===== config.mk =====
export PLATFORM = sky130hd
export DESIGN_NAME = switch_reader
export DESIGN_NICKNAME = d
export VERILOG_FILES = /design/src/rtl/board_io_pkg.sv /design/src/rtl/debounce_channel.sv /design/src/rtl/switch_reader.sv
export SDC_FILE = /design/constraint.sdc
export NUM_CORES = 1
export LEC_CHECK = 0
export CORE_MARGIN = 3
export CORE_UTILIZATION = 35
export CTS_CLUSTER_SIZE = 14
export DETAILED_ROUTE_END_ITERATION = 12
export DONT_BUFFER_PORTS = 1
export SETUP_SLACK_MARGIN = 0.15
export SLEW_MARGIN = 10
export SYNTH_ARGS = -nofsm -noshare
export SYNTH_HDL_FRONTEND = slang
export SYNTH_SLANG_ARGS = --single-unit

===== constraint.sdc =====
create_clock -name clk -period 2.8 [get_ports clk]
set_input_delay 0.56 -clock clk [delete_from_list [all_inputs] [get_ports clk]]
set_output_delay 0.56 -clock clk [all_outputs]
set_load 0.005 [all_outputs]

===== src/rtl/board_io_pkg.sv =====
// Shared timing constants for the board I/O blocks (switches, LEDs).
// Every input conditioner derives its debounce window from here.
package board_io_pkg;

    localparam int unsigned CLK_HZ      = 100_000_000;
    localparam int unsigned DEBOUNCE_MS = 10;

    function automatic int unsigned ms_to_cycles(input int unsigned ms);
        return (CLK_HZ / 1000) * ms;
    endfunction

    localparam int unsigned DEBOUNCE_CYCLES = ms_to_cycles(DEBOUNCE_MS);

endpackage


===== src/rtl/debounce_channel.sv =====
// One switch channel: 2-flop synchronizer, debounce counter, accepted level,
// single-cycle rise/fall pulses and a toggle that flips on every rise.
module debounce_channel
    import board_io_pkg::*;
#(
    parameter int unsigned DEBOUNCE_CYCLES = board_io_pkg::DEBOUNCE_CYCLES
) (
    input  logic clk,
    input  logic rst,
    input  logic sw,
    output logic sw_level,
    output logic sw_rise,
    output logic sw_fall,
    output logic sw_toggle
);

    localparam int unsigned    CNT_W   = $clog2(DEBOUNCE_CYCLES);
    localparam logic [CNT_W-1:0] CNT_MAX = CNT_W'(DEBOUNCE_CYCLES - 1);

    logic             r_meta;
    logic             r_sync;
    logic [CNT_W-1:0] r_cnt;
    logic             r_level;
    logic             r_rise;
    logic             r_fall;
    logic             r_toggle;

    logic w_mismatch;
    logic w_cnt_done;

    assign w_mismatch = (r_sync != r_level);
    assign w_cnt_done = (r_cnt == CNT_MAX);

    // Synchronizer flops kept back-to-back so both sit in the same slice.
    always_ff @(posedge clk) begin
        if (rst) begin
            r_meta <= 1'b0;
            r_sync <= 1'b0;
        end else begin
            r_meta <= sw;
            r_sync <= r_meta;
        end
    end

    // Any agreement between sync and level clears the count, so a bounce
    // restarts the window rather than pausing it.
    always_ff @(posedge clk) begin
        if (rst) begin
            r_cnt    <= '0;
            r_level  <= 1'b0;
            r_rise   <= 1'b0;
            r_fall   <= 1'b0;
            r_toggle <= 1'b0;
        end else begin
            r_rise <= 1'b0;
            r_fall <= 1'b0;
            if (!w_mismatch) begin
                r_cnt <= '0;
            end else if (w_cnt_done) begin
                r_cnt   <= '0;
                r_level <= r_sync;
                r_rise  <= r_sync;
                r_fall  <= ~r_sync;
                if (r_sync) begin
                    r_toggle <= ~r_toggle;
                end
            end else begin
                r_cnt <= r_cnt + 1'b1;
            end
        end
    end

    assign sw_level  = r_level;
    assign sw_rise   = r_rise;
    assign sw_fall   = r_fall;
    assign sw_toggle = r_toggle;

endmodule


===== src/rtl/switch_reader.sv =====
// Conditioner for the board slide switches/buttons: N_CH independent
// debounce channels producing clean levels, edge pulses and toggles.
module switch_reader
    import board_io_pkg::*;
#(
    parameter int unsigned N_CH            = 2,
    parameter int unsigned DEBOUNCE_CYCLES = board_io_pkg::DEBOUNCE_CYCLES
) (
    input  logic            clk,
    input  logic            rst,
    input  logic [N_CH-1:0] sw,
    output logic [N_CH-1:0] sw_level,
    output logic [N_CH-1:0] sw_rise,
    output logic [N_CH-1:0] sw_fall,
    output logic [N_CH-1:0] sw_toggle
);

    for (genvar g = 0; g < N_CH; g++) begin : g_ch
        debounce_channel #(
            .DEBOUNCE_CYCLES(DEBOUNCE_CYCLES)
        ) u_chan (
            .clk       (clk),
            .rst       (rst),
            .sw        (sw[g]),
            .sw_level  (sw_level[g]),
            .sw_rise   (sw_rise[g]),
            .sw_fall   (sw_fall[g]),
            .sw_toggle (sw_toggle[g])
        );
    end

endmodule


==> results.md <==
* Seq/Total Area, Yosys at a little under half
* CTS H-Tree Depth at 2
* Filler cells at 647
* Synth top area share at between 40 and 50%
* Ys Warns at 0
* Via count at approximately 1700
* GP Congestion at between 0.7 and 0.8
* Max VDD drop at 0.0003830 V
* Residual DRC at 0
* Cell area after synthesis at around 2300 um^2
* Number of core rows at 28
* Area after DPL at 2278 um^2
* Total CTS buffers at 5
* Grt met2 use at 18.57%
* Depth of the worst register-to-register path at 4
* NumNets Final at between 200 and 300
* Hold Path Depth at 1
* GR Overflow Total at 0
* Pwr dens at approximately 530 nW/um^2
* Top Ports at 12
* Max-slew violation count at 0
* Vias/cell at 5.303
* RR Startpoint: g_ch[0].u_chan.r_cnt[14]$_SDFF_PP0_
* Fmax at approximately 500 MHz
* RSZ-0062 raised after global routing: no
* Routing usage on met1 at between 15 and 20%
* Antenna cells at 0
* Worst endpoint required time at approximately 3000 ps
* Drt wl/cell at between 10 and 15 um
* Port bufs at 0
* Die height at a little under 90 um
* Relative slew slack at roughly 49%
* Core area at between 6000 and 7000 um^2
* CTS sink cnt at 52
* Starting Density at between 30 and 40%
* Total Neg Setup Slack at 0 ps
* CP Launch Type: flip-flop
* Status: finished, final reports clean
* Final setup viols at 0
* Post-synthesis cell count at around 260
* Worst r2r dst: g_ch[0].u_chan.r_cnt[4]$_SDFF_PP0_
* Chip width at 86.42 um
* Drt pass-1 iters at 4
* Commonest non-fill, non-tap cell in the layout: dfxtp_1
* Hold Fails Final Rpt at 0
* Grt met3 use at roughly 4.1%
* Total die area at 7468 um^2
* CTS Hold Bufs at 0
* Worst skew pair latency at approximately 300 ps
* Biggest area consumer among synthesized cells: dfxtp_1
* Antenna violations before repair at 0
* HP Class: input pin to flip-flop
* Tmin final at just over 2000 ps
* # resized after CTS at 0
* Post-Route WL at between 4 and 5 mm
* Critical Path Fanout Max at 19
* Synth cell types at 33
* Min-Delay Startpoint: rst
* Worst Clk Skew at ~3.2 ps
* R2R Setup Slk at 750 ps
* Iteration-0 DRC Markers at 100
* Overall routing resource usage at around an eighth
* CTS tree: built
* First-pass GRT wire length at 7.596 mm
* Layout cell share with drive strength beyond 1 at under 10%
* Setup Buffers After CTS at 0
* Vias in the first global route at between 1500 and 2000
* Period utilization at 73.23%
* Final Cell Area at 2390 um^2
* Worst-case clock buffer depth at 2
* Synth top area cells: dfxtp_1 46%, a21oi_1 4.9%, xor2_1 4.6%, nor2_1 3.8%, nand3_1 3.3%
* Syn_nets at about 260
* Leakage power at ~0.68 nW
* Maximum capacitance violations at 0
* Busiest grt layer: met2
* Hold EP: g_ch[1].u_chan.sw_level$_SDFFE_PP0P_
* Crit path DAT at ~2200 ps
* Clock slew at reported path FFs at ~90 ps
* Area grow syn2layout at 5.583%
* Clk root buf: clkbuf_8
* Syn avg cell area at just under 9 um^2
* FF+latch count, synth at between 50 and 60
* Least-Margin Pin Slew at roughly 770 ps
* Routed Antenna Nets at 0
* HPWL after DPL at 2.874 mm
* Pin count of the biggest net entering global routing at 20
* Worst setup path class: flip-flop to flip-flop
* CP endpoint kind: flip-flop
* Commonest non-fill, non-tap cells in the layout: 52 x dfxtp_1, 23 x nor2_1, 22 x a21oi_1, 15 x nand3_1
-- registers in the layout, summed over array words and instances, names as in the netlist --
register	count
g_ch.u_chan.r_cnt	40
g_ch.u_chan.r_meta	2
g_ch.u_chan.r_sync	2
g_ch.u_chan.sw_fall	2
g_ch.u_chan.sw_level	2
g_ch.u_chan.sw_rise	2
g_ch.u_chan.sw_toggle	2
-- metal layers --
| metal | share of wire (%) | routed length, um |
|---|---|---|
| met5 | 0 | 0 |
| met4 | 2.0 | 81 |
| met3 | 5.7 | 233 |
| met2 | 42 | 1730 |
| met1 | 50 | 2072 |
-- critical path, stage by stage (launching register included) --
cell and delay (ps):
dfxtp_1 400, nor4bb_1 400, nand4b_1 300, o21ai_2 690
nor2_1 130
-- power breakdown --
group,switching [mW],internal (mW),leakage [nW],total (mW)
registers,0.00174,0.742,0.420,0.744
logic,0.00685,0.00353,0.210,0.0104
clock network,0.245,0.265,0.0541,0.510
total,0.254,1.01,0.684,1.26
-- worst max-delay path by stage --
stage	slack (ps)	startpoint	end	depth (start not counted)
finish	750	g_ch[0].u_chan.r_cnt[14]$_SDFF_PP0_	g_ch[0].u_chan.r_cnt[4]$_SDFF_PP0_	4
global route	470	g_ch[0].u_chan.r_cnt[14]$_SDFF_PP0_	g_ch[0].u_chan.r_cnt[19]$_SDFF_PP0_	4
CTS	760	g_ch[0].u_chan.r_cnt[14]$_SDFF_PP0_	g_ch[0].u_chan.r_cnt[4]$_SDFF_PP0_	4
detailed placement	790	g_ch[0].u_chan.r_cnt[14]$_SDFF_PP0_	g_ch[0].u_chan.r_cnt[4]$_SDFF_PP0_	4
global placement	820	g_ch[0].u_chan.r_cnt[14]$_SDFF_PP0_	g_ch[0].u_chan.r_cnt[3]$_SDFF_PP0_	4
floorplan	960	g_ch[0].u_chan.r_cnt[0]$_SDFF_PP0_	g_ch[0].u_chan.r_cnt[18]$_SDFF_PP0_	6
-- final cells by class --
type	instances	area (um^2)	share of cell area, %
multi-input combinational	186	1117	46.75
sequential	52	1041	43.56
tap	75	93.84	3.927
clock buffer	5	68.82	2.880
clock inverter	3	42.54	1.780
inverter	5	18.77	0.7853
timing repair buffer	1	7.507	0.3141
-- per-stage QoR --
| step | cells | hold WS (ps) | setup slack, ps | power (mW) | utilization [%] |
|---|---|---|---|---|---|
| finish | 327 | 310.1 | 749.4 | 1.264 | 39.20 |
| global placement | 319 | 420.3 | 821.3 | 0.7721 | 37.38 |
| CTS | 327 | 300.5 | 759.0 | 1.279 | 39.20 |
| floorplan | 257 | 412.9 | 956.0 | 0.7708 | - |
| global route | 327 | 289.3 | 470.5 | 1.316 | 39.20 |
| detailed placement | 319 | 427.1 | 795.0 | 0.7721 | 37.38 |
-- synth_stat cells, drive strengths merged --
master / number
nor4b: 2
nand4b: 2
and3: 6
and4: 3
inv: 5
nand2b: 6
xor2: 12
clkbuf: 3
xnor2: 8
o21ai: 15
and2: 3
nor4: 2
ha: 2
nand4: 8
dfxtp: 52
nor2b: 5
a21oi: 22
nand3: 16
nor3b: 2
or3: 13
nor3: 7
nand2: 13
o31ai: 6
nor2: 23
nor4bb: 1
buf: 11
or4: 9
-- logic make-up after synthesis --
family,count (synthesis),synth area share (%)
xor gates and xnor gates,20,7.739
AOI/OAI and AO/OA,43,10.34
DFF,52,45.99
adders and majority gates,2,1.105
and+or+nand+nor,121,30.18
buffers and inverters,19,4.643
Note: power is estimated with default switching activity, not from simulation.
